===== src/rtl/uart_pkg.sv =====
// uart_pkg
//   Definitions shared by the UART blocks (uart_rx, uart_tx, uart_frame_parser):
//   frame parser state encoding, default sync byte, default clock/bit-rate
//   figures, the cycles-per-bit formula and the running checksum step.
//   No ports (package).
package uart_pkg;

  typedef enum logic [2:0] {
    ST_HUNT    = 3'd0,
    ST_CMD     = 3'd1,
    ST_LEN     = 3'd2,
    ST_PAYLOAD = 3'd3,
    ST_CSUM    = 3'd4,
    ST_OUT     = 3'd5
  } frame_state_e;

  localparam logic [7:0] SYNC_BYTE_DEF = 8'hA5;
  localparam int CLK_FREQ_DEF = 100;     // MHz
  localparam int BIT_RATE_DEF = 115200;  // Hz

  // Clock cycles per UART bit for a clock given in MHz.
  function automatic int cycle_per_bit(input int clk_mhz, input int bit_rate);
    return (clk_mhz * 1000000) / bit_rate;
  endfunction

  localparam int CYCLE = cycle_per_bit(CLK_FREQ_DEF, BIT_RATE_DEF);

  // Frame checksum is a plain byte-wise XOR.
  function automatic logic [7:0] csum_step(input logic [7:0] acc, input logic [7:0] b);
    return acc ^ b;
  endfunction

endpackage


===== src/rtl/uart_frame_buf.sv =====
// uart_frame_buf
//   Payload buffer: DEPTH x 8 simple dual-port RAM, synchronous write and
//   registered read (read data appears one cycle after rd_addr).
//   Ports:
//     clk      in   clock
//     wr_en    in   write strobe
//     wr_addr  in   write address
//     wr_data  in   write data
//     rd_addr  in   read address
//     rd_data  out  registered read data
module uart_frame_buf #(
  parameter int DEPTH = 64,
  parameter int AW    = 6
) (
  input  logic          clk,
  input  logic          wr_en,
  input  logic [AW-1:0] wr_addr,
  input  logic [7:0]    wr_data,
  input  logic [AW-1:0] rd_addr,
  output logic [7:0]    rd_data
);

  logic [7:0] mem_r [DEPTH];
  logic [7:0] rd_data_r;

  // Write port.
  always_ff @(posedge clk) begin
    if (wr_en) begin
      mem_r[wr_addr] <= wr_data;
    end
  end

  // Registered read port.
  always_ff @(posedge clk) begin
    rd_data_r <= mem_r[rd_addr];
  end

  assign rd_data = rd_data_r;

endmodule


===== src/rtl/uart_frame_parser.sv =====
// uart_frame_parser
//   Parses SYNC, CMD, LEN, PAYLOAD[LEN], CSUM frames from a uart_rx byte
//   stream and replays CMD + payload as a ready/valid beat stream.
//   Optional feature: define UART_FRAME_TIMEOUT_EN to abort a frame after
//   TIMEOUT_BYTES idle byte-times (tout_err); otherwise tout_err stays 0.
//   Ports:
//     clk        in   clock, rising edge
//     rst_n      in   synchronous active-low reset
//     in_valid   in   byte strobe from uart_rx
//     in_data    in   received byte
//     in_err     in   stop-bit error strobe from uart_rx
//     out_valid  out  output beat valid
//     out_ready  in   downstream accept
//     out_data   out  beat 0 = CMD, beats 1..LEN = payload
//     out_last   out  final beat of frame
//     crc_err, len_err, frame_err, ovr_err, tout_err  out  one-cycle status pulses
module uart_frame_parser
  import uart_pkg::*;
#(
  parameter int         CLK_FREQ      = CLK_FREQ_DEF,
  parameter int         BIT_RATE      = BIT_RATE_DEF,
  parameter int         MAX_LEN       = 64,
  parameter logic [7:0] SYNC_BYTE     = SYNC_BYTE_DEF,
  parameter int         TIMEOUT_BYTES = 4
) (
  input  logic       clk,
  input  logic       rst_n,
  input  logic       in_valid,
  input  logic [7:0] in_data,
  input  logic       in_err,
  output logic       out_valid,
  input  logic       out_ready,
  output logic [7:0] out_data,
  output logic       out_last,
  output logic       crc_err,
  output logic       len_err,
  output logic       frame_err,
  output logic       ovr_err,
  output logic       tout_err
);

  localparam int         AW        = (MAX_LEN > 1) ? $clog2(MAX_LEN) : 1;
  localparam logic [7:0] MAX_LEN_B = 8'(MAX_LEN);

  frame_state_e state_r;
  logic [7:0]   cmd_r;
  logic [7:0]   len_r;
  logic [7:0]   idx_r;
  logic [7:0]   csum_r;
  logic [7:0]   beat_r;
  logic         out_valid_r;
  logic [7:0]   out_data_r;
  logic         out_last_r;
  logic         crc_err_r;
  logic         len_err_r;
  logic         frame_err_r;
  logic         ovr_err_r;
  logic         tout_err_r;

  logic         byte_s;
  logic         xfer_s;
  logic         tout_hit_s;
  logic         wr_en_s;
  logic [7:0]   rd_beat_s;
  logic [7:0]   rd_data_s;

  // A byte arriving together with a stop-bit error is discarded.
  assign byte_s = in_valid & ~in_err;
  assign xfer_s = out_valid_r & out_ready;

`ifdef UART_FRAME_TIMEOUT_EN
  localparam int TOUT_CYCLES = TIMEOUT_BYTES * 10 * cycle_per_bit(CLK_FREQ, BIT_RATE);
  localparam int TW          = $clog2(TOUT_CYCLES + 1);

  logic [TW-1:0] tout_cnt_r;

  // Idle counter: runs only while a frame is partially received.
  always_ff @(posedge clk) begin
    if (!rst_n) begin
      tout_cnt_r <= {TW{1'b0}};
    end else if (in_valid || (state_r == ST_HUNT) || (state_r == ST_OUT)) begin
      tout_cnt_r <= {TW{1'b0}};
    end else begin
      tout_cnt_r <= tout_cnt_r + {{(TW-1){1'b0}}, 1'b1};
    end
  end

  assign tout_hit_s = (tout_cnt_r == TW'(TOUT_CYCLES - 1));
`else
  assign tout_hit_s = 1'b0;
`endif

  // Payload writes go straight to the buffer at the running index.
  assign wr_en_s = (state_r == ST_PAYLOAD) & byte_s;

  // Read address tracks the beat index that will be current next cycle, so the
  // registered RAM output already holds the following payload byte whenever
  // a beat transfers (beat k+1 carries buffer[k]).
  always_comb begin
    rd_beat_s = 8'd0;
    if (state_r == ST_OUT) begin
      if (xfer_s) begin
        rd_beat_s = beat_r + 8'd1;
      end else begin
        rd_beat_s = beat_r;
      end
    end else begin
      rd_beat_s = 8'd0;
    end
  end

  uart_frame_buf #(
    .DEPTH (MAX_LEN),
    .AW    (AW)
  ) u_buf (
    .clk     (clk),
    .wr_en   (wr_en_s),
    .wr_addr (idx_r[AW-1:0]),
    .wr_data (in_data),
    .rd_addr (rd_beat_s[AW-1:0]),
    .rd_data (rd_data_s)
  );

  // Frame parser FSM with registered beat outputs and status pulses.
  always_ff @(posedge clk) begin
    if (!rst_n) begin
      state_r     <= ST_HUNT;
      cmd_r       <= 8'd0;
      len_r       <= 8'd0;
      idx_r       <= 8'd0;
      csum_r      <= 8'd0;
      beat_r      <= 8'd0;
      out_valid_r <= 1'b0;
      out_data_r  <= 8'd0;
      out_last_r  <= 1'b0;
      crc_err_r   <= 1'b0;
      len_err_r   <= 1'b0;
      frame_err_r <= 1'b0;
      ovr_err_r   <= 1'b0;
      tout_err_r  <= 1'b0;
    end else begin
      crc_err_r   <= 1'b0;
      len_err_r   <= 1'b0;
      frame_err_r <= 1'b0;
      ovr_err_r   <= 1'b0;
      tout_err_r  <= 1'b0;
      case (state_r)
        ST_HUNT: begin
          if (byte_s && (in_data == SYNC_BYTE)) begin
            state_r <= ST_CMD;
          end
        end
        ST_CMD: begin
          if (in_err) begin
            frame_err_r <= 1'b1;
            state_r     <= ST_HUNT;
          end else if (in_valid) begin
            cmd_r   <= in_data;
            csum_r  <= in_data;
            state_r <= ST_LEN;
          end else if (tout_hit_s) begin
            tout_err_r <= 1'b1;
            state_r    <= ST_HUNT;
          end
        end
        ST_LEN: begin
          if (in_err) begin
            frame_err_r <= 1'b1;
            state_r     <= ST_HUNT;
          end else if (in_valid) begin
            if (in_data > MAX_LEN_B) begin
              len_err_r <= 1'b1;
              state_r   <= ST_HUNT;
            end else begin
              len_r   <= in_data;
              idx_r   <= 8'd0;
              csum_r  <= csum_step(csum_r, in_data);
              state_r <= (in_data == 8'd0) ? ST_CSUM : ST_PAYLOAD;
            end
          end else if (tout_hit_s) begin
            tout_err_r <= 1'b1;
            state_r    <= ST_HUNT;
          end
        end
        ST_PAYLOAD: begin
          if (in_err) begin
            frame_err_r <= 1'b1;
            state_r     <= ST_HUNT;
          end else if (in_valid) begin
            idx_r  <= idx_r + 8'd1;
            csum_r <= csum_step(csum_r, in_data);
            if (idx_r == (len_r - 8'd1)) begin
              state_r <= ST_CSUM;
            end
          end else if (tout_hit_s) begin
            tout_err_r <= 1'b1;
            state_r    <= ST_HUNT;
          end
        end
        ST_CSUM: begin
          if (in_err) begin
            frame_err_r <= 1'b1;
            state_r     <= ST_HUNT;
          end else if (in_valid) begin
            if (in_data == csum_r) begin
              state_r     <= ST_OUT;
              beat_r      <= 8'd0;
              out_valid_r <= 1'b1;
              out_data_r  <= cmd_r;
              out_last_r  <= (len_r == 8'd0);
            end else begin
              crc_err_r <= 1'b1;
              state_r   <= ST_HUNT;
            end
          end else if (tout_hit_s) begin
            tout_err_r <= 1'b1;
            state_r    <= ST_HUNT;
          end
        end
        ST_OUT: begin
          // No backpressure upstream: bytes arriving while replaying are lost.
          if (byte_s) begin
            ovr_err_r <= 1'b1;
          end
          if (xfer_s) begin
            if (out_last_r) begin
              out_valid_r <= 1'b0;
              out_last_r  <= 1'b0;
              out_data_r  <= 8'd0;
              state_r     <= ST_HUNT;
            end else begin
              beat_r     <= beat_r + 8'd1;
              out_data_r <= rd_data_s;
              out_last_r <= ((beat_r + 8'd1) == len_r);
            end
          end
        end
        default: begin
          state_r <= ST_HUNT;
        end
      endcase
    end
  end

  assign out_valid = out_valid_r;
  assign out_data  = out_data_r;
  assign out_last  = out_last_r;
  assign crc_err   = crc_err_r;
  assign len_err   = len_err_r;
  assign frame_err = frame_err_r;
  assign ovr_err   = ovr_err_r;
  assign tout_err  = tout_err_r;

endmodule


===== config.mk =====
export PLATFORM = sky130hd
export DESIGN_NAME = uart_frame_parser
export DESIGN_NICKNAME = d
export VERILOG_FILES = /design/src/rtl/uart_pkg.sv /design/src/rtl/uart_frame_buf.sv /design/src/rtl/uart_frame_parser.sv
export SDC_FILE = /design/constraint.sdc
export NUM_CORES = 1
export LEC_CHECK = 0
export BUFFER_PORTS_ARGS = -buffer_cell sky130_fd_sc_hd__buf_4
export CORE_MARGIN = 5
export CORE_UTILIZATION = 40
export CTS_BUF_LIST = sky130_fd_sc_hd__clkbuf_8
export CTS_CLUSTER_DIAMETER = 60
export CTS_CLUSTER_SIZE = 40
export DETAILED_ROUTE_END_ITERATION = 8
export PLACE_DENSITY = 0.65
export REMOVE_ABC_BUFFERS = 1
export SLEW_MARGIN = 20
export SYNTH_ARGS = -nofsm -noshare
export SYNTH_HDL_FRONTEND = slang
export SYNTH_HIERARCHICAL = 1
export SYNTH_SLANG_ARGS = --single-unit
export TNS_END_PERCENT = 100

===== constraint.sdc =====
create_clock -name clk -period 6 [get_ports clk]
set_clock_uncertainty 0.15 [all_clocks]
set_input_delay 1.2 -clock clk [delete_from_list [all_inputs] [get_ports clk]]
set_output_delay 1.2 -clock clk [all_outputs]
set_load 0.02 [all_outputs]

==> qor.yml <==
outcome: "finished clean"
setup-violations-final: 0
antenna_found_initial: 1
synth_cells: 1391
power_w: 0.006914
endpoint_kind: "register"
clk_pin_slew_ns: 0.15
ant_nets: 0
h-tree-depth: 2
most-common-layout-cells: "edfxtp_1 (512), nor2_1 (149), mux4_2 (124)"
grt_pass1_vias: 12440
via_per_inst: 5.827
worst_path_largest_cell_delay_ns: 0.67
synth_mux_area_share_pct: 13.28
cp_common_cell: "buf_4"
peakVddDrop_uv: 148.4
ys_seq_area_share_pct: 70.86
grtUsageTotal_pct: 17.27
num_vias: 12800
rsz0062_at_grt: "false"
drc: 0
max_clock_freq_mhz: 255.7
wirelength_um: 55940
finalHoldViolCount: 0
die_height_um: 252.6
hold_ws_ns: 0.3410
yosys.area_share.adder_pct: 0.2127
fin_area_um2: 25460
ys_seq_elements: 577
portBuffers: 26
diodes: 0
core-area_um2: 58690
hold_buffers: 0
grt_pass1_wl_um: 83070
synth_top_family_by_area: "multiplexers"
final_util_pct: 43.38
synth_warnings: 6
period_share_pct: 65.18
postPlaceCellArea_um2: 24530
dp_hpwl_um: 36050
grt_max_degree: 72
critPathLaunchType: "register"
final_layout_size_suffix_gt1_share_pct: 18.89
clkLatencyLatePin_ns: 0.68
yosys.area_share.simple_pct: 7.305
area_growth_pct: 8.183
post_cts_buffers: 0
wl_per_cell_um: 25.46
drtIter0Drc: 1367
rows: 89
critPathMaxFanout: 31
root_buffer: "clkbuf_8"
synth_ff_type: "edfxtp_1"
nFillCells: 5078
p_leak_nw: 7.485
hp-class: "reg2reg"
crit_chain: "nand3b_1, buf_4, nor2_4, buf_12, buf_4, mux4_2, o221ai_1, o21ai_0, a22o_1"
synth_xor_area_share_pct: 1.303
synth_compound_area_share_pct: 4.764
ys_types: 71
synth_area_um2: 23530
cts.sinks: 577
path_buf_inv: 3
grt_overflow: 0
routabilityCongestion: 0.8605
arrival_ns: 4.33
async_flop_share_pct: 0
cp.required_ns: 6.42
drv_slew: 0
worstMarginPinSlew_ns: 1.068
die_w_um: 252.6
fin_tns_setup_ns: 0
fin_crit_ns: 3.911
syn_area_per_cell_um2: 16.92
synth_edf_count: 512
crit_family: "buffers and inverters"
dieArea_um2: 63780
cts_resized: 0
power_density_nw_per_um2: 271.6
final_common_cell: "edfxtp_1"
drv_cap: 0
cts_made_buffers: 37
cpMaxStageDelayCell: "dfxtp_1"
first_pass_iters: 6
cts_tree: "built"
clock_path_buffers: 3
maxSlewHeadroom_pct: 28.57
start_util_pct: 40.10
nets: 1413
ios: 28
critPathKind: "reg2reg"
==> sequential cells by signal, indices dropped and copies added (netlist names), 3 cells and up <==
| signal | flops |
|---|---|
| beat_r | 8 |
| state_r | 3 |
| u_buf/rd_data | 8 |
| cmd_r | 8 |
| u_buf/mem_r | 512 |
| csum_r | 8 |
| idx_r | 8 |
| out_data | 8 |
| len_r | 8 |
==> area by class of cell <==
type	count	area, um2	share of cell area, %
Clock buffer	37	509.2	2.000
Clock inverter	30	419.2	1.646
Tap cell	773	967.2	3.799
Sequential cell	577	16680	65.50
Multi-Input combinational cell	707	6365	25.00
Inverter	17	63.81	0.2507
Timing Repair Buffer	56	457.9	1.799
==> final timing paths <==
kind | start | end | slack (ns) | cells after the start
max | state_r[0] | u_buf/rd_data[6] | 2.09 | 9
min | cmd_r[0] | cmd_r[0] | 0.34 | 2
max reg2reg | state_r[0] | u_buf/rd_data[6] | 2.09 | 9
min reg2reg | cmd_r[0] | cmd_r[0] | 0.34 | 2
==> metrics by stage <==
stage          std cells  worst slack, ns
2_1_floorplan       1301           -6.991
3_3_place_gp        2130            1.553
3_5_place_dp        2130            1.490
4_1_cts             2197            2.045
5_1_grt             2197            1.837
6_report            2197            2.089
==> cell usage after synthesis, types with 7 or more instances <==
cell	count	area [um2]
nand2b_1	10	62.56
mux2i_1	32	320.3
buf_4	10	75.07
o2111ai_1	7	61.31
a22oi_1	8	60.06
nand3b_1	11	82.58
clkbuf_1	50	187.7
inv_1	14	52.55
nor2b_1	13	81.33
nor3b_1	9	67.56
or2_2	8	50.05
mux4_2	124	2793
xor2_1	9	78.83
nand2_1	46	172.7
buf_2	19	95.09
o221ai_1	7	61.31
buf_6	7	78.83
xnor2_1	26	227.7
dfxtp_1	65	1301
nand3_1	32	160.2
a211oi_1	7	52.55
a21oi_1	26	130.1
a31oi_1	12	75.07
nand4_1	11	68.82
nor4_1	7	43.79
edfxtp_1	512	15370
nor2_1	152	570.6
o22ai_1	22	137.6
nor3_1	16	80.08
o21ai_0	26	130.1
==> routing by layer <==
layer / track usage (%) / share of wire [%]
met4: 5.040 / 3.1
met5: 0 / 0
met3: 3.468 / 7.5
met2: 26.67 / 46
met1: 25.14 / 43
==> where the power goes <==
part | internal (W) | switching (W)
logic | 0.0000712 | 0.000173
clock network | 0.000824 | 0.00143
registers | 0.00438 | 0.0000308
total | 0.00528 | 0.00164
==> tightest hold or removal path, delay by kind of cell, from the launching register on <==
family / cells / cell delay (ns)
compound gates: 1 / 0.06
flops: 1 / 0.33
simple gates: 1 / 0.06
==> cells by family (layout without fill, tap and decap cells) <==
family	after synthesis	count (layout)
DFF	577	577
and+or+nand+nor	350	350
AOI/OAI and AO/OA	160	160
muxes	157	157
buffers and inverters	107	140
xor gates and xnor gates	35	35
adders and majority gates	4	4
other	1	1
Note: power is estimated with default switching activity, not from simulation.
